File: config.mk
export PLATFORM = sky130hd
export DESIGN_NAME = board_engine_flat
export DESIGN_NICKNAME = d
export VERILOG_FILES = /design/src/rtl/board_engine_pkg.sv /design/src/rtl/board_engine_if.sv /design/src/rtl/board_engine_move_history.sv /design/src/rtl/board_engine.sv /design/src/flat_wrapper.sv
export SDC_FILE = /design/constraint.sdc
export NUM_CORES = 1
export LEC_CHECK = 0
export ABC_AREA = 0
export BUFFER_PORTS_ARGS = -buffer_cell sky130_fd_sc_hd__buf_2
export CAP_MARGIN = 5
export CORE_UTILIZATION = 25
export DETAILED_ROUTE_END_ITERATION = 7
export PLACE_DENSITY = 0.45
export SYNTH_ARGS = -nofsm -noshare
export SYNTH_HDL_FRONTEND = slang
export SYNTH_SLANG_ARGS = --single-unit
File: constraint.sdc
create_clock -name clk -period 6.9 [get_ports clk]
set_input_delay 0 -clock clk [delete_from_list [all_inputs] [get_ports clk]]
set_output_delay 0 -clock clk [all_outputs]
set_load 0.005 [all_outputs]
File: src/rtl/board_engine_pkg.sv
// Shared piece, opcode and status encodings plus the standard 8x8 start position.
package board_engine_pkg;

    // Piece types (low three bits of a square); colour is the square MSB.
    localparam logic [2:0] PT_EMPTY  = 3'd0;
    localparam logic [2:0] PT_PAWN   = 3'd1;
    localparam logic [2:0] PT_KNIGHT = 3'd2;
    localparam logic [2:0] PT_BISHOP = 3'd3;
    localparam logic [2:0] PT_ROOK   = 3'd4;
    localparam logic [2:0] PT_QUEEN  = 3'd5;
    localparam logic [2:0] PT_KING   = 3'd6;

    localparam logic       COL_WHITE = 1'b0;
    localparam logic       COL_BLACK = 1'b1;

    // Command opcodes.
    localparam logic [1:0] OP_MOVE = 2'd0;
    localparam logic [1:0] OP_UNDO = 2'd1;
    localparam logic [1:0] OP_NEW  = 2'd2;

    // Completion status codes.
    localparam logic [2:0] ST_OK        = 3'd0;
    localparam logic [2:0] ST_ERR_EMPTY = 3'd1;
    localparam logic [2:0] ST_ERR_TURN  = 3'd2;
    localparam logic [2:0] ST_ERR_SAME  = 3'd3;
    localparam logic [2:0] ST_ERR_RANGE = 3'd4;
    localparam logic [2:0] ST_ERR_HIST  = 3'd5;
    localparam logic [2:0] ST_ERR_OP    = 3'd6;

    // Back-rank piece types, file a at bits [3:0]: R N B Q K B N R.
    localparam logic [31:0] STD_BACK_RANK = 32'h4236_5324;

    // Standard start position as a 4-bit {colour, type} code for square idx.
    function automatic logic [3:0] std_square(input int unsigned idx);
        logic [31:0] back;
        logic [3:0]  code;
        int unsigned rank;
        int unsigned file;
        back = STD_BACK_RANK;
        rank = idx / 8;
        file = idx % 8;
        code = 4'h0;
        case (rank)
            0: code = {COL_WHITE, back[file*4 +: 3]};
            1: code = {COL_WHITE, PT_PAWN};
            6: code = {COL_BLACK, PT_PAWN};
            7: code = {COL_BLACK, back[file*4 +: 3]};
            default: code = 4'h0;
        endcase
        return code;
    endfunction

endpackage

File: src/rtl/board_engine_if.sv
// Command handshake between the command source and the board engine.
interface board_engine_if #(
    parameter int SQ_W = 6
);
    logic            cmd_valid;
    logic            cmd_ready;
    logic [1:0]      cmd_op;
    logic [SQ_W-1:0] cmd_src;
    logic [SQ_W-1:0] cmd_dst;
    logic            done;
    logic [2:0]      status;

    modport master (
        output cmd_valid, cmd_op, cmd_src, cmd_dst,
        input  cmd_ready, done, status
    );

    modport slave (
        input  cmd_valid, cmd_op, cmd_src, cmd_dst,
        output cmd_ready, done, status
    );
endinterface

File: src/rtl/board_engine_move_history.sv
// Circular undo stack: push overwrites the oldest entry when full, pop walks back.
module move_history #(
    parameter int HIST_DEPTH = 16,
    parameter int ENTRY_W    = 20,
    localparam int PTR_W     = $clog2(HIST_DEPTH)
)(
    input  logic               clk,
    input  logic               reset,
    input  logic               clear,
    input  logic               push,
    input  logic               pop,
    input  logic [ENTRY_W-1:0] push_data,
    output logic [ENTRY_W-1:0] top_data,
    output logic [ENTRY_W-1:0] next_data,
    output logic [PTR_W:0]     count
);
    localparam logic [PTR_W-1:0] PTR_ONE = PTR_W'(1);
    localparam logic [PTR_W-1:0] PTR_TWO = PTR_W'(2);
    localparam logic [PTR_W:0]   FULL    = (PTR_W+1)'(HIST_DEPTH);

    logic [ENTRY_W-1:0] mem [HIST_DEPTH];
    logic [PTR_W-1:0]   wr_ptr;

    // Pointer and occupancy; count saturates so the oldest entry is dropped silently.
    always_ff @(posedge clk) begin
        if (!reset || clear) begin
            wr_ptr <= '0;
            count  <= '0;
        end else if (push) begin
            wr_ptr <= wr_ptr + PTR_ONE;
            if (count != FULL) begin
                count <= count + 1'b1;
            end
        end else if (pop && count != '0) begin
            wr_ptr <= wr_ptr - PTR_ONE;
            count  <= count - 1'b1;
        end
    end

    // Entry storage; no reset needed since count gates validity.
    always_ff @(posedge clk) begin
        if (reset && !clear && push) begin
            mem[wr_ptr] <= push_data;
        end
    end

    assign top_data  = mem[wr_ptr - PTR_ONE];
    assign next_data = mem[wr_ptr - PTR_TWO];

endmodule

File: src/rtl/board_engine.sv
// Board-state engine: holds the board, applies MOVE / UNDO / NEW_GAME commands.
module board_engine
    import board_engine_pkg::*;
#(
    parameter int FILES       = 8,
    parameter int RANKS       = 8,
    parameter int PIECE_W     = 4,
    parameter int HIST_DEPTH  = 16,
    parameter int INIT_STD    = 1,
    parameter int STRICT_TURN = 1,
    localparam int NSQ        = FILES * RANKS,
    localparam int SQ_W       = $clog2(NSQ),
    localparam int HC_W       = $clog2(HIST_DEPTH) + 1,
    localparam int LM_W       = 2 * SQ_W + PIECE_W
)(
    input  logic                     clk,
    input  logic                     reset,
    board_engine_if.slave            cmd,
    output logic [NSQ*PIECE_W-1:0]   board,
    output logic                     side,
    output logic [HC_W-1:0]          hist_count,
    output logic [LM_W-1:0]          last_move
);
    localparam int HE_W = 2 * SQ_W + 2 * PIECE_W;
    localparam logic [SQ_W:0] NSQ_V = (SQ_W+1)'(NSQ);

    localparam logic [2:0] S_IDLE  = 3'd0;
    localparam logic [2:0] S_CHECK = 3'd1;
    localparam logic [2:0] S_APPLY = 3'd2;
    localparam logic [2:0] S_UNDO  = 3'd3;
    localparam logic [2:0] S_INIT  = 3'd4;
    localparam logic [2:0] S_RESP  = 3'd5;

    logic [2:0]         state;
    logic               ready_q;
    logic               done_q;
    logic [2:0]         status_q;
    logic [1:0]         op_q;
    logic [SQ_W-1:0]    src_q;
    logic [SQ_W-1:0]    dst_q;
    logic [PIECE_W-1:0] sq [NSQ];
    logic [PIECE_W-1:0] src_pc;
    logic [PIECE_W-1:0] dst_pc;
    logic               chk_err;
    logic [2:0]         chk_st;
    logic [HE_W-1:0]    h_top;
    logic [HE_W-1:0]    h_next;
    logic [SQ_W-1:0]    h_src;
    logic [SQ_W-1:0]    h_dst;
    logic [PIECE_W-1:0] h_cap;
    logic [PIECE_W-1:0] h_moved;

    // Initial contents of square i; standard setup only exists for an 8x8 board.
    function automatic logic [PIECE_W-1:0] init_sq(input int unsigned i);
        logic [3:0]         code;
        logic [PIECE_W-1:0] r;
        r = '0;
        if (INIT_STD != 0 && FILES == 8 && RANKS == 8) begin
            code = std_square(i);
            r[PIECE_W-1] = code[3];
            r[2:0]       = code[2:0];
        end
        return r;
    endfunction

    assign src_pc  = sq[src_q];
    assign dst_pc  = sq[dst_q];
    assign h_src   = h_top[HE_W-1 -: SQ_W];
    assign h_dst   = h_top[HE_W-SQ_W-1 -: SQ_W];
    assign h_cap   = h_top[2*PIECE_W-1 -: PIECE_W];
    assign h_moved = h_top[PIECE_W-1:0];

    assign cmd.cmd_ready = ready_q;
    assign cmd.done      = done_q;
    assign cmd.status    = status_q;

    move_history #(
        .HIST_DEPTH (HIST_DEPTH),
        .ENTRY_W    (HE_W)
    ) u_hist (
        .clk       (clk),
        .reset     (reset),
        .clear     (state == S_INIT),
        .push      (state == S_APPLY),
        .pop       (state == S_UNDO),
        .push_data ({src_q, dst_q, dst_pc, src_pc}),
        .top_data  (h_top),
        .next_data (h_next),
        .count     (hist_count)
    );

    // Command validation in priority order on the latched command.
    always_comb begin
        chk_err = 1'b1;
        chk_st  = ST_ERR_OP;
        case (op_q)
            OP_MOVE: begin
                if (({1'b0, src_q} >= NSQ_V) || ({1'b0, dst_q} >= NSQ_V)) begin
                    chk_st = ST_ERR_RANGE;
                end else if (src_q == dst_q) begin
                    chk_st = ST_ERR_SAME;
                end else if (src_pc[2:0] == PT_EMPTY) begin
                    chk_st = ST_ERR_EMPTY;
                end else if (STRICT_TURN != 0 && src_pc[PIECE_W-1] != side) begin
                    chk_st = ST_ERR_TURN;
                end else begin
                    chk_err = 1'b0;
                    chk_st  = ST_OK;
                end
            end
            OP_UNDO: begin
                if (hist_count == '0) begin
                    chk_st = ST_ERR_HIST;
                end else begin
                    chk_err = 1'b0;
                    chk_st  = ST_OK;
                end
            end
            OP_NEW: begin
                chk_err = 1'b0;
                chk_st  = ST_OK;
            end
            default: begin
                chk_err = 1'b1;
                chk_st  = ST_ERR_OP;
            end
        endcase
    end

    // Control FSM, handshake, side-to-move and last_move registers.
    always_ff @(posedge clk) begin
        if (!reset) begin
            state     <= S_IDLE;
            ready_q   <= 1'b1;
            done_q    <= 1'b0;
            status_q  <= ST_OK;
            side      <= COL_WHITE;
            last_move <= '0;
            op_q      <= '0;
            src_q     <= '0;
            dst_q     <= '0;
        end else begin
            done_q <= 1'b0;
            case (state)
                S_IDLE: begin
                    if (cmd.cmd_valid && ready_q) begin
                        op_q    <= cmd.cmd_op;
                        src_q   <= cmd.cmd_src;
                        dst_q   <= cmd.cmd_dst;
                        ready_q <= 1'b0;
                        state   <= S_CHECK;
                    end
                end
                S_CHECK: begin
                    if (chk_err) begin
                        status_q <= chk_st;
                        done_q   <= 1'b1;
                        state    <= S_RESP;
                    end else begin
                        case (op_q)
                            OP_MOVE: state <= S_APPLY;
                            OP_UNDO: state <= S_UNDO;
                            default: state <= S_INIT;
                        endcase
                    end
                end
                S_APPLY: begin
                    side      <= ~side;
                    last_move <= {src_q, dst_q, dst_pc};
                    status_q  <= ST_OK;
                    done_q    <= 1'b1;
                    state     <= S_RESP;
                end
                S_UNDO: begin
                    side      <= ~side;
                    // After the pop the new top is the entry below the current one.
                    last_move <= (hist_count > HC_W'(1)) ? h_next[HE_W-1 -: LM_W] : '0;
                    status_q  <= ST_OK;
                    done_q    <= 1'b1;
                    state     <= S_RESP;
                end
                S_INIT: begin
                    side      <= COL_WHITE;
                    last_move <= '0;
                    status_q  <= ST_OK;
                    done_q    <= 1'b1;
                    state     <= S_RESP;
                end
                S_RESP: begin
                    ready_q <= 1'b1;
                    state   <= S_IDLE;
                end
                default: begin
                    ready_q <= 1'b1;
                    state   <= S_IDLE;
                end
            endcase
        end
    end

    // Board square registers, updated by APPLY, UNDO and INIT.
    always_ff @(posedge clk) begin
        if (!reset) begin
            for (int unsigned i = 0; i < NSQ; i++) begin
                sq[i] <= init_sq(i);
            end
        end else begin
            case (state)
                S_APPLY: begin
                    sq[dst_q] <= src_pc;
                    sq[src_q] <= '0;
                end
                S_UNDO: begin
                    sq[h_src] <= h_moved;
                    sq[h_dst] <= h_cap;
                end
                S_INIT: begin
                    for (int unsigned i = 0; i < NSQ; i++) begin
                        sq[i] <= init_sq(i);
                    end
                end
                default: ;
            endcase
        end
    end

    // Flatten the square array onto the board bus.
    always_comb begin
        board = '0;
        for (int unsigned i = 0; i < NSQ; i++) begin
            board[i*PIECE_W +: PIECE_W] = sq[i];
        end
    end

endmodule
File: src/flat_wrapper.sv
// flat-port wrapper written by rule: the top's interface ports become plain ports
module board_engine_flat import board_engine_pkg::*;
#(
    parameter int FILES       = 8,
    parameter int RANKS       = 8,
    parameter int PIECE_W     = 4,
    parameter int HIST_DEPTH  = 16,
    parameter int INIT_STD    = 1,
    parameter int STRICT_TURN = 1,
    localparam int NSQ        = FILES * RANKS,
    localparam int SQ_W       = $clog2(NSQ),
    localparam int HC_W       = $clog2(HIST_DEPTH) + 1,
    localparam int LM_W       = 2 * SQ_W + PIECE_W
)
  (clk, reset, board, side, hist_count, last_move, cmd_cmd_valid, cmd_cmd_op, cmd_cmd_src, cmd_cmd_dst, cmd_cmd_ready, cmd_done, cmd_status);
  board_engine_if cmd_i ();
  input  logic clk;
  input  logic reset;
  output logic [NSQ*PIECE_W-1:0] board;
  output logic side;
  output logic [HC_W-1:0] hist_count;
  output logic [LM_W-1:0] last_move;
  input wire logic [$bits(cmd_i.cmd_valid)-1:0] cmd_cmd_valid;
  input wire logic [$bits(cmd_i.cmd_op)-1:0] cmd_cmd_op;
  input wire logic [$bits(cmd_i.cmd_src)-1:0] cmd_cmd_src;
  input wire logic [$bits(cmd_i.cmd_dst)-1:0] cmd_cmd_dst;
  output wire logic [$bits(cmd_i.cmd_ready)-1:0] cmd_cmd_ready;
  output wire logic [$bits(cmd_i.done)-1:0] cmd_done;
  output wire logic [$bits(cmd_i.status)-1:0] cmd_status;
  assign cmd_i.cmd_valid = cmd_cmd_valid;
  assign cmd_i.cmd_op = cmd_cmd_op;
  assign cmd_i.cmd_src = cmd_cmd_src;
  assign cmd_i.cmd_dst = cmd_cmd_dst;
  assign cmd_cmd_ready = cmd_i.cmd_ready;
  assign cmd_done = cmd_i.done;
  assign cmd_status = cmd_i.status;
  board_engine #(.FILES(FILES), .RANKS(RANKS), .PIECE_W(PIECE_W), .HIST_DEPTH(HIST_DEPTH), .INIT_STD(INIT_STD), .STRICT_TURN(STRICT_TURN)) u_core (.clk(clk), .reset(reset), .cmd(cmd_i), .board(board), .side(side), .hist_count(hist_count), .last_move(last_move));
endmodule
Word-level counts from Yosys, hierarchy flattened
Memory sizes are Yosys's and may differ from the RTL's. A register that Yosys moved wholly into a read port is not among the register bits.
Index checks and enable logic that the tools add are counted.
Storage, ports and cells
  memory bits (writable): 576
  register bits: 48
  output and inout port bits: 283
  memories kept: 2
  input port bits: 17
  word-level logic and storage cells: 283
Operators by class
  bitwise logic cells: 66
  reductions and logical operators: 27
  add/sub/neg operators: 5
  eq/ne operators: 12
  order comparisons: 1
  multiplexer cells: 159
Memories
  u_core.u_hist.mem: depth 16, bits a word 20, rd ports 2, clocked after memory_dff 0, write ports 1, RTL line board_engine_move_history.sv:21  | logic [ENTRY_W-1:0] mem [HIST_DEPTH];
  u_core.sq: depth 64, bits a word 4, rd ports 66, clocked after memory_dff 2, write ports 64, RTL line board_engine.sv:41  | logic [PIECE_W-1:0] sq [NSQ];
Operators by type and width (number)
  $mux 4: 109
  $or 1x1->1: 64
  $mux 6: 8
  $pmux 16 s3: 1
  $mux 1: 22
  $reduce_or 4->1: 5
  $mux 3: 6
  $pmux 3 s3: 2
  $mux 16: 1
  $mux 5: 3
  $pmux 3 s2: 2
  $reduce_and 2->1: 4
  $eq 3x2->1 const B: 2
  $eq 6x6->1: 1
  $logic_not 3->1: 2
  $ne 2x1->1 const B: 3
  $pmux 1 s2: 3
  $reduce_bool 2->1: 3
  $add 5x1->5 const B: 1
  $gt 5x1->1 const B: 1
  $logic_not 5->1: 1
  $ne 5x5->1 const B: 1
  $reduce_bool 5->1: 1
  $sub 5x1->5 const B: 1
  18 further kinds: 23

Depth between registers and ports, before layout
Gate-level depths: netlist of the first run.
  word-level depth: 7
  gate-level depth with buffers: 24
  gate-level depth less buffers: 11

Modules after synthesis
A second synthesis of the first run with hierarchy kept.
Second synthesis, totals
  cells, all modules: 2475
  area total of the unflattened synthesis: 34082.7 um^2
By module, submodules not included
  board_engine: cells an instance 1654, area an instance 18467.7 um^2, seq. area each 8708.4 um^2, instances 1
  move_history: cells an instance 821, area an instance 15615.0 um^2, seq. area each 9789.4 um^2, instances 1

Worst setup path after synthesis of the first run
Ideal clock, no wire load.
  kind: register to register
  from: register u_core.u_hist.wr_ptr[0]
  to: memory u_core.sq[7][2], data pin
  library setup time: 0.270 ns
  period minus slack after synthesis: 5.595 ns
  arrival time: 5.324 ns
  path buffers: 14
  stages on the path, launching flop included: 23
  required time: 6.630 ns
  slack: 1.305 ns
  cells stage by stage: dfxtp_1 > buf_6 > buf_8 > buf_8 > buf_6 > buf_6 > buf_2 > buf_4 > buf_1 > inv_1 > ha_1 > buf_2 > buf_2 > buf_2 > buf_2 > clkbuf_1 > mux4_2 > mux4_2 > mux2i_2 > inv_1 > buf_2 > nor3_1 > a21oi_1
RTL lines
  start, declared: RTL line board_engine_move_history.sv:22  | logic [PTR_W-1:0] wr_ptr;
  start signal, assigned: RTL line board_engine_move_history.sv:30  | wr_ptr <= wr_ptr + PTR_ONE;
  start signal, assigned: RTL line board_engine_move_history.sv:35  | wr_ptr <= wr_ptr - PTR_ONE;
  end, declared: RTL line board_engine.sv:41

==> flow_summary.json, run 1 <==
{
  "status": "finished clean",
  "cp-start-kind": "register",
  "crit_chain": "inv_1 > ha_1 > xnor2_2 > buf_4 > mux4_2 > mux2i_1 > nor2b_1 > and2_0 > nand2_1 > nand2_1",
  "drv_cap": 0,
  "synth_seq_cells": 636,
  "synth-edff-count": 576,
  "clk_pin_slew_ns": 0.06,
  "timing.fmax_mhz": 178.2,
  "r2r_cells": 10,
  "utilization": 0.2997,
  "synthCells": 2357,
  "synth_cell_types": 74,
  "min_from": "cmd_cmd_src[3]",
  "cts_made_buffers": 74,
  "rows": 133,
  "synth_area_leader_cell": "edfxtp_1",
  "p_sw_frac": 0.3677,
  "drtAntennaViolNets": 0,
  "clk_latency_ns": 0.64,
  "start_util": 0.2528,
  "power_frac_comb": 0.313,
  "cp.buffers_inverters": 2,
  "antenna_found_initial": 5,
  "fin_area_um2": 39510,
  "first_iter_violations": 2820,
  "numPortBuffers": 299,
  "endpoint_kind": "register",
  "min_path_type": "in2reg",
  "holdWs_ns": 0.1382,
  "crit_path_frequent_cell": "nand2_1",
  "fin_crit_ns": 5.611,
  "routabilityCongestion": 0.8866,
  "tritoncts": "done",
  "p_seq_frac": 0.400,
  "tns_ns": 0,
  "ys_warn_count": 0,
  "htree_levels": 3,
  "cts_buffer_depth": 3,
  "finalHoldViolations": 0,
  "placed_area_um2": 36980,
  "setup_viol": 0,
  "min_path_cells": 3,
  "critical_path.max_fanout": 18,
  "r2r_end": "u_core.sq[26][3]",
  "syn_area_um2": 33320,
  "synth_flop_cell": "edfxtp_1",
  "peakVddDrop_v": 0.0002270,
  "ys_seq_area_frac": 0.5552,
  "ys_top_cells_by_count": "576 x edfxtp_1, 311 x nand2_1, 306 x mux4_2, 149 x nor2_1, 114 x o31ai_1",
  "p_int_mw": 8.542,
  "rr_startpoint": "u_core.u_hist.wr_ptr[0]",
  "ioPinCount": 300,
  "via_per_inst": 5.395,
  "coreArea_um2": 131800,
  "yosysTopAreaCellShare": 0.5191,
  "fin_nets": 2676,
  "die_h_um": 367.1,
  "p_switching_mw": 4.967,
  "ff2ff_setup_slack_ns": 1.29,
  "synth_most_common_cell": "edfxtp_1",
  "rsz0062_at_grt": "no",
  "cpPeakStageDelay_ns": 0.70,
  "cp.required_ns": 7.22,
  "fin_crit_sh": 0.8131,
  "grt_pass1_wl_um": 186000,
  "grt_usage": 0.1950,
  "dieArea_um2": 134700,
  "clkPwrFrac": 0.287,
  "die_w_um": 367.1,
  "finClkSkew_ns": 0.02952,
  "dpl.hpwl_um": 94040,
  "synth.avg_cell_area_um2": 14.14,
  "drive_above_1_share": 0.3186,
  "cts-root-buf": "clkbuf_16",
  "relSlewSlack": 0.1895,
  "synthTopCellsByArea": "edfxtp_1 52%, mux4_2 21%, dfxtp_1 3.6%",
  "routed_wirelength_um": 135100,
  "post_drt_wl_per_cell_um": 30.28,
  "drc": 0,
  "area_growth_pct": 18.57,
  "worstSetupPathType": "reg2reg",
  "first_global_vias": 22619,
  "dr_total_vias": 24074,
  "maxSlewViolCount": 0,
  "finalPower_mw": 13.51,
  "grt_overflow_total": 0,
  "syn_nets": 2385,
  "clock_sinks": 636,
  "grt_max_degree": 70,
  "crit_family": "simple AND/OR/NAND/NOR gates",
  "worst_pin_slew_ns": 1.216,
  "leakage_nw": 12.42,
  "first_pass_iters": 5,
  "cts_resized": 0,
  "synthArstFlopShare": 0,
  "cp_slowest_cell": "xnor2_2",
  "pwr_density_cell_nw_per_um2": 342.0,
  "crit_arrival_ns": 5.93
}
[logic make-up (layout without fill, tap and decap cells)]
family,Yosys count,in the layout,synth area share
mux,384,384,0.2319
simple gates,712,712,0.1003
fa+ha+maj,11,11,0.004131
other cells,0,1,0
compound gates,399,399,0.07729
xor+xnor,18,18,0.004957
buf+inv,197,546,0.02625
flops,636,636,0.5552
[state kept, by name (all words and copies together) (netlist names), 3 cells and up, named ones only]
name                  count
u_core.u_hist.wr_ptr      4
u_core.cmd.status         3
u_core.u_hist.mem       320
u_core.last_move         16
u_core.u_hist.count       5
u_core.dst_q              6
u_core.src_q              6
u_core.state              3
u_core.sq               256
[area by class of cell]
cell class	count	area [um^2]
Fill cell	13237	92290
Sequential cell	636	18520
Multi-Input combinational cell	1524	14090
Timing Repair Buffer	393	2270
Tap cell	1755	2196
Clock buffer	90	1953
Clock inverter	44	397.9
Inverter	19	71.32
Antenna cell	1	2.502
[timing repair]
item / in CTS / in global routing
buffers inserted: 0 / 0
hold endpoints to repair: 27 / 0
hold buffers: 17 / 0
[metal layers]
layer,share of wire,track usage,vias up
met5,0.00016,0,-
met4,0.036,0.06675,4
met3,0.075,0.03077,215
met2,0.46,0.3123,1293
met1,0.42,0.2674,12537
li1,-,-,10025
[worst min-delay path: cells and delay by family]
| family | cells | cell delay (ns) |
|---|---|---|
| AO/OA/AOI/OAI | 1 | 0.40 |
| AND/OR/NAND/NOR | 1 | 0.13 |
| buffers and inverters | 1 | 0.10 |
[layout by cell type, fill, tap and decap left out, drive strengths merged, types with 5 or more instances in the layout]
master         n
clkinv        30
or3b           8
dlygate4sd3   17
a21oi         46
ha            11
edfxtp       576
a221oi         9
nand2b        10
o31ai        114
a31oi         37
inv           25
buf          376
nand2        312
o22ai         40
mux2           5
nor2         159
dfxtp         60
xor2           7
and2          35
or3           11
nor2b         11
nand3b        42
a22oi         12
and3           7
mux2i         73
clkbuf        90
a21boi        16
mux4         306
bufinv         5
nand4          6
o21ai         99
nand3         72
or2            7
nor4           6
nor3          17
nor3b          5
xnor2         11
[how the worst max path moves through the flow]
stage | from | endpoint | slack (ns) | depth (start not counted)
floorplan | u_core.u_hist.wr_ptr[0] | u_core.sq[7][2] | 1.31 | 22
global placement | u_core.u_hist.wr_ptr[0] | u_core.sq[42][2] | 1.32 | 10
detailed placement | u_core.u_hist.wr_ptr[0] | u_core.sq[42][2] | 1.31 | 10
CTS | u_core.u_hist.wr_ptr[0] | u_core.sq[42][3] | 1.28 | 10
global route | u_core.u_hist.wr_ptr[0] | u_core.sq[26][0] | 1.0 | 11
finish | u_core.u_hist.wr_ptr[0] | u_core.sq[26][3] | 1.29 | 10
[power by group through the flow]
stage | Combinational [mW] | Sequential (mW) | Clock [mW]
6_report | 4.22 | 5.41 | 3.88
5_1_grt | 4.42 | 5.45 | 4.05
4_1_cts | 4.23 | 5.40 | 3.94
3_5_place_dp | 4.20 | 5.48 | 0
3_3_place_gp | 4.21 | 5.49 | 0
2_1_floorplan | 2.49 | 5.12 | 0
[stage by stage]
step / std cells / setup WS, ns
finish: 4462 / 1.289
global route: 4461 / 0.9988
CTS: 4461 / 1.284
detailed placement: 4310 / 1.314
global placement: 4310 / 1.319
floorplan: 2357 / 1.305
No activity file was read; power rests on OpenSTA's default activity.
==> run 2: changes to the inputs <==
--- a/config.mk
+++ b/config.mk
@@ -10,7 +10,7 @@
 export CAP_MARGIN = 5
 export CORE_UTILIZATION = 25
 export DETAILED_ROUTE_END_ITERATION = 7
-export PLACE_DENSITY = 0.45
+export PLACE_DENSITY = 0.47
 export SYNTH_ARGS = -nofsm -noshare
 export SYNTH_HDL_FRONTEND = slang
 export SYNTH_SLANG_ARGS = --single-unit
==> constraint.sdc (replaced) <==
create_clock -name clk -period 4.6 [get_ports clk]
set_input_delay 0 -clock clk [delete_from_list [all_inputs] [get_ports clk]]
set_output_delay 0 -clock clk [all_outputs]
set_load 0.005 [all_outputs]
==> run 2 against run 1 <==
Sequential cell count stayed put. Via count is 0.73% higher. Hold slack better by 0.10 ns. Register-to-register slack worse by 1.1 ns. Highest routed layer is now met4. Largest cell class unchanged. Critical path type unchanged. Global-route usage is 0.15 points lower.
==> flow_summary.json, run 2 (synthesis gave the netlist of run 1 again) <==
{
  "ioPinCount": 300,
  "tns_ns": 0,
  "grt_overflow_total": 0,
  "finalNonFillerCells": 4519,
  "antenna_found_initial": 8,
  "cts_made_buffers": 74,
  "setup_viol": 0,
  "mostFrequentLayoutCells": "576 x edfxtp_1, 311 x nand2_1, 306 x mux4_2",
  "die_h_um": 367.1,
  "die_w_um": 367.1,
  "area_growth_pct": 20.55,
  "fin_crit_sh": 0.9689,
  "setup_slack_ns": 0.1431,
  "dieArea_um2": 134700,
  "worst_pin_slew_ns": 1.064,
  "dp_cells": 4367,
  "fillers": 13245,
  "tritoncts": "done",
  "post_drt_wl_per_cell_um": 29.77,
  "first_pass_iters": 6,
  "routed_wirelength_um": 134500,
  "clkPwrFrac": 0.290,
  "timing.fmax_mhz": 224.4,
  "grt_usage": 0.1935,
  "cts-root-buf": "clkbuf_16",
  "htree_levels": 3,
  "p_int_mw": 13.04,
  "first_global_vias": 23031,
  "drive_above_1_share": 0.3371,
  "cp-start-kind": "register",
  "drc": 0,
  "peakVddDrop_v": 0.0005804,
  "power_frac_comb": 0.320,
  "critical_path.max_fanout": 31,
  "grt_max_degree": 81,
  "finalPower_mw": 20.53,
  "routabilityCongestion": 0.8912,
  "grt_pass1_wl_um": 185700,
  "rsz0062_at_grt": "no",
  "rows": 133,
  "p_switching_mw": 7.495,
  "drtAntennaViolNets": 0,
  "largest_reg_flops": 320,
  "cts_resized": 0,
  "p_sw_frac": 0.3650,
  "coreArea_um2": 131800,
  "clk_latency_ns": 0.65,
  "start_util": 0.2528,
  "pwr_density_cell_nw_per_um2": 511.2,
  "cts_buffer_depth": 3,
  "endpoint_kind": "register",
  "status": "finished clean",
  "reg.largest.list": "u_core.u_hist.mem: 320 flops, u_core.sq: 256 flops, u_core.last_move: 16 flops",
  "clk_pin_slew_ns": 0.06,
  "pre_cts_ws_ns": 0.1353,
  "leakage_nw": 12.77,
  "fin_crit_ns": 4.457,
  "dpl.hpwl_um": 94840,
  "finalHoldViolations": 0,
  "crit_arrival_ns": 5.03,
  "first_iter_violations": 3040,
  "final_common_cell": "edfxtp_1",
  "relSlewSlack": 0.2851,
  "finClkSkew_ns": 0.04213,
  "clock_sinks": 636,
  "cp.required_ns": 5.17,
  "regMostFlops": "u_core.u_hist.mem",
  "holdWs_ns": 0.2383,
  "cts_setup_buffers": 0,
  "fin_nets": 2732,
  "worstSetupPathType": "reg2reg",
  "maxSlewViolCount": 0,
  "min_path_type": "in2reg",
  "numPortBuffers": 299,
  "p_seq_frac": 0.391,
  "via_per_inst": 5.366,
  "drv_cap": 0,
  "dr_total_vias": 24249
}
run 2: metal layers:
metal / track usage / share of wire
met1: 0.2573 / 0.41
met5: 0 / 0
met2: 0.3075 / 0.46
met3: 0.04988 / 0.099
met4: 0.05994 / 0.032
run 2: power by group through the flow:
stage	sequential (mW)	clock [mW]	combinational, mW
floorplan	7.68	0	3.78
global placement	8.14	0	6.55
detailed placement	8.14	0	6.53
CTS	8.02	6.03	6.56
global route	8.07	6.24	6.86
finish	8.02	5.95	6.57
run 2: critical path, stage by stage, from the launching register on:
cell and delay (ns):
dfxtp_4 0.64, buf_12 0.31, mux4_2 0.57, a22o_1 0.28, a211oi_1 0.71, o21ai_0 0.16, o311a_1 0.24, buf_4 0.25
o31ai_1 0.38, o21bai_1 0.25, and2_1 0.33, mux2i_1 0.21
run 2: cell type report:
type,instances,area (um^2),area share
flip-flops and latches,636,18520,0.4612
well taps,1755,2196,0.05467
clock inverters,38,415.4,0.01034
repair buffers,449,2813,0.07003
clock buffers,96,1986,0.04944
inverters,19,71.32,0.001776
multi-input cells,1524,14160,0.3525
diodes,2,5.005,0.0001246
run 2: repair_timing:
action	CTS	global route
hold endpoints to repair	29	0
hold buffers	16	0
endpoints found under the setup margin	0	0
run 2: per-stage QoR:
stage / area [um^2] / utilization
after floorplan: 33470 / -
after global placement: 37600 / 0.2853
after detailed placement: 37600 / 0.2853
after CTS: 40160 / 0.3047
after global routing: 40160 / 0.3047
final: 40160 / 0.3047
run 2: path summary, 6_finish.rpt:
check	startpoint	to	slack, ns	depth (start not counted)
max	register	u_core.cmd.status[1]	0.14	11
min	cmd_cmd_op[1]	u_core.op_q[1]	0.24	4
max reg2reg	register	u_core.cmd.status[1]	0.14	11
min reg2reg	u_core.cmd.status[2]	u_core.cmd.status[2]	0.53	2
==> run 3: changes to the inputs <==
--- a/config.mk
+++ b/config.mk
@@ -5,12 +5,13 @@
 export SDC_FILE = /design/constraint.sdc
 export NUM_CORES = 1
 export LEC_CHECK = 0
-export ABC_AREA = 0
+export ABC_AREA = 1
 export BUFFER_PORTS_ARGS = -buffer_cell sky130_fd_sc_hd__buf_2
 export CAP_MARGIN = 5
 export CORE_UTILIZATION = 25
 export DETAILED_ROUTE_END_ITERATION = 7
-export PLACE_DENSITY = 0.47
+export GPL_TIMING_DRIVEN = 0
+export PLACE_DENSITY = 0.46
 export SYNTH_ARGS = -nofsm -noshare
 export SYNTH_HDL_FRONTEND = slang
 export SYNTH_SLANG_ARGS = --single-unit
==> run 3 against run 2 <==
The flow now finishes with violations (max-capacitance violations, max-slew violations, negative setup slack). Critical path depth rose by 1. Highest routed layer is now met5. Global-route usage is 11 points higher. Wire length grew 58%.
==> flow_summary.json, run 3 <==
{
  "grt_pass1_wl_um": 281100,
  "cp.buffers_inverters": 4,
  "numPortBuffers": 298,
  "tritoncts": "done",
  "pwr_density_cell_nw_per_um2": 594.3,
  "post_drt_wl_per_cell_um": 34.42,
  "finalNonFillerCells": 6192,
  "antenna_found_initial": 16,
  "regMostFlops": "u_core.u_hist.mem",
  "synth_most_common_cell": "nand2_1",
  "synth_flop_cell": "edfxtp_1",
  "grt_max_degree": 22,
  "first_pass_iters": 7,
  "synth_cell_types": 48,
  "cp.required_ns": 5.11,
  "cpPeakStageDelay_ns": 0.90,
  "clk_pin_slew_ns": 0.06,
  "drc": 0,
  "yosysTopAreaCellShare": 0.5102,
  "final_common_cell": "nand2_1",
  "rsz0062_at_grt": "no",
  "holdWs_ns": 0.2338,
  "worst_pin_slew_ns": 1.528,
  "dp_cells": 5987,
  "die_h_um": 370.2,
  "clock_sinks": 636,
  "drive_above_1_share": 0.1696,
  "mostFrequentLayoutCells": "859 x nand2_1, 576 x edfxtp_1, 378 x buf_2",
  "cts-root-buf": "clkbuf_16",
  "clk_latency_ns": 0.71,
  "crit_chain": "buf_1 > nand3_1 > nand2_1 > nand2_1 > nand3_1 > nand3_1 > nand2_1 > inv_1 > o21ai_2 > clkinv_4 > clkbuf_2 > o22ai_1",
  "cp-start-kind": "register",
  "grt_usage": 0.2994,
  "endpoint_kind": "register",
  "crit_family": "buffers and inverters",
  "synth_area_leader_cell": "edfxtp_1",
  "fin_crit_ns": 4.706,
  "setup_slack_ns": -0.1056,
  "drtAntennaViolNets": 0,
  "synth-edff-count": 576,
  "ioPinCount": 300,
  "area_growth_pct": 23.73,
  "leakage_nw": 15.34,
  "ys_top_cells_by_count": "872 x nand2_1, 576 x edfxtp_1, 383 x nor2_1, 373 x nand3_1, 361 x o21ai_0",
  "status": "finished with violations",
  "cts_buffer_depth": 3,
  "crit_arrival_ns": 5.22,
  "synth.avg_cell_area_um2": 8.683,
  "dpl.hpwl_um": 153600,
  "drv_cap": 1,
  "htree_levels": 3,
  "routabilityCongestion": 1.064,
  "start_util": 0.2531,
  "cp_slowest_cell": "buf_1",
  "timing.fmax_mhz": 212.5,
  "syn_area_um2": 33900,
  "rows": 134,
  "tns_ns": -1.730,
  "reg.largest.list": "u_core.u_hist.mem: 320 flops, u_core.sq: 256 flops, u_core.last_move: 16 flops",
  "via_per_inst": 5.888,
  "ys_warn_count": 0,
  "die_w_um": 370.2,
  "ys_seq_area_frac": 0.5457,
  "pre_cts_ws_ns": -2.233,
  "grt_overflow_total": 0,
  "fin_nets": 4393,
  "cts_made_buffers": 77,
  "largest_reg_flops": 320,
  "first_global_vias": 32499,
  "dr_total_vias": 36459,
  "worstSetupPathType": "reg2reg",
  "relSlewSlack": -0.01867,
  "critical_path.max_fanout": 18,
  "peakVddDrop_v": 0.0003888,
  "dieArea_um2": 137100,
  "maxSlewViolCount": 11,
  "synthCells": 3904,
  "min_path_type": "in2reg",
  "ff2ff_setup_slack_ns": -0.11,
  "violations": "max-capacitance violations, max-slew violations, negative setup slack",
  "finalHoldViolations": 0,
  "syn_nets": 3932,
  "synthArstFlopShare": 0,
  "synth_seq_cells": 636,
  "first_iter_violations": 6332,
  "setup_viol": 47,
  "utilization": 0.3131,
  "finClkSkew_ns": 0.04331,
  "coreArea_um2": 134000,
  "synthTopCellsByArea": "edfxtp_1 51%, nand2_1 9.7%, nand3_1 5.5%",
  "routed_wirelength_um": 213100,
  "fin_crit_sh": 1.023
}
[run 3: cell types whose count changed after synthesis, sizes merged, moves of 42 or more]
cell,change
a21oi,+216
nand2,+562
o21ai,+279
inv,+189
buf,+43
clkbuf,+68
mux2i,-73
mux4,-306
nand3,+303
nand3b,-42
nor2,+234
o22ai,+246
o31ai,-110
[run 3: layout make-up]
cell class	count	area [um^2]
Antenna cell	3	7.507
Buffer	286	1403
Clock buffer	97	2136
Clock inverter	38	401.6
Fill cell	14165	92020
Inverter	211	844.6
Multi-Input combinational cell	2768	13770
Sequential cell	636	18500
Tap cell	1768	2212
Timing Repair Buffer	385	2675
[run 3: logic make-up after synthesis]
| logic type | after synthesis | synth area share |
|---|---|---|
| simple gates | 1668 | 0.2034 |
| compound gates | 1083 | 0.1851 |
| flops | 636 | 0.5457 |
| buf+inv | 500 | 0.06005 |
| fa+ha+maj | 11 | 0.004060 |
| xor+xnor | 6 | 0.001772 |
[run 3: worst register-to-register path: cells and delay by family (launching register included)]
family,cells,cell delay (ns)
buffers and inverters,4,1.76
flip-flops,1,0.72
AO/OA/AOI/OAI,2,0.73
AND/OR/NAND/NOR,6,1.33
[run 3: final timing paths]
kind,start,endpoint,cells past startpoint
max,register,u_core.sq[0][1],12
min,cmd_cmd_op[0],u_core.op_q[0],4
max reg2reg,register,u_core.sq[0][1],12
min reg2reg,u_core.cmd.status[1],u_core.cmd.status[1],2
[run 3: metrics by stage]
step	power, mW	instance area (um^2)
after global placement	17.72	37600
final	24.93	41940
after CTS	24.21	41810
after detailed placement	17.72	38140
after global routing	25.19	41940
after floorplan	12.46	33900
[run 3: per-layer routing]
layer | GRT usage | part of all wire
met4 | 0.1466 | 0.057
met5 | 0.009091 | 0.0015
met3 | 0.1080 | 0.14
met2 | 0.4181 | 0.40
met1 | 0.4035 | 0.40
[run 3: repair_timing]
action	4_1_cts	5_1_grt
setup endpoints to repair	513	535
hold buffers	18	0
pin swaps	17	1
endpoints found under the hold margin	45	0
resized for setup	134	55
setup buffers	50	1
[run 3: power by group]
group	switching (mW)	total (mW)	internal, mW
registers	0.883	8.24	7.35
logic	8.20	10.4	2.23
clock network	2.67	6.26	3.59
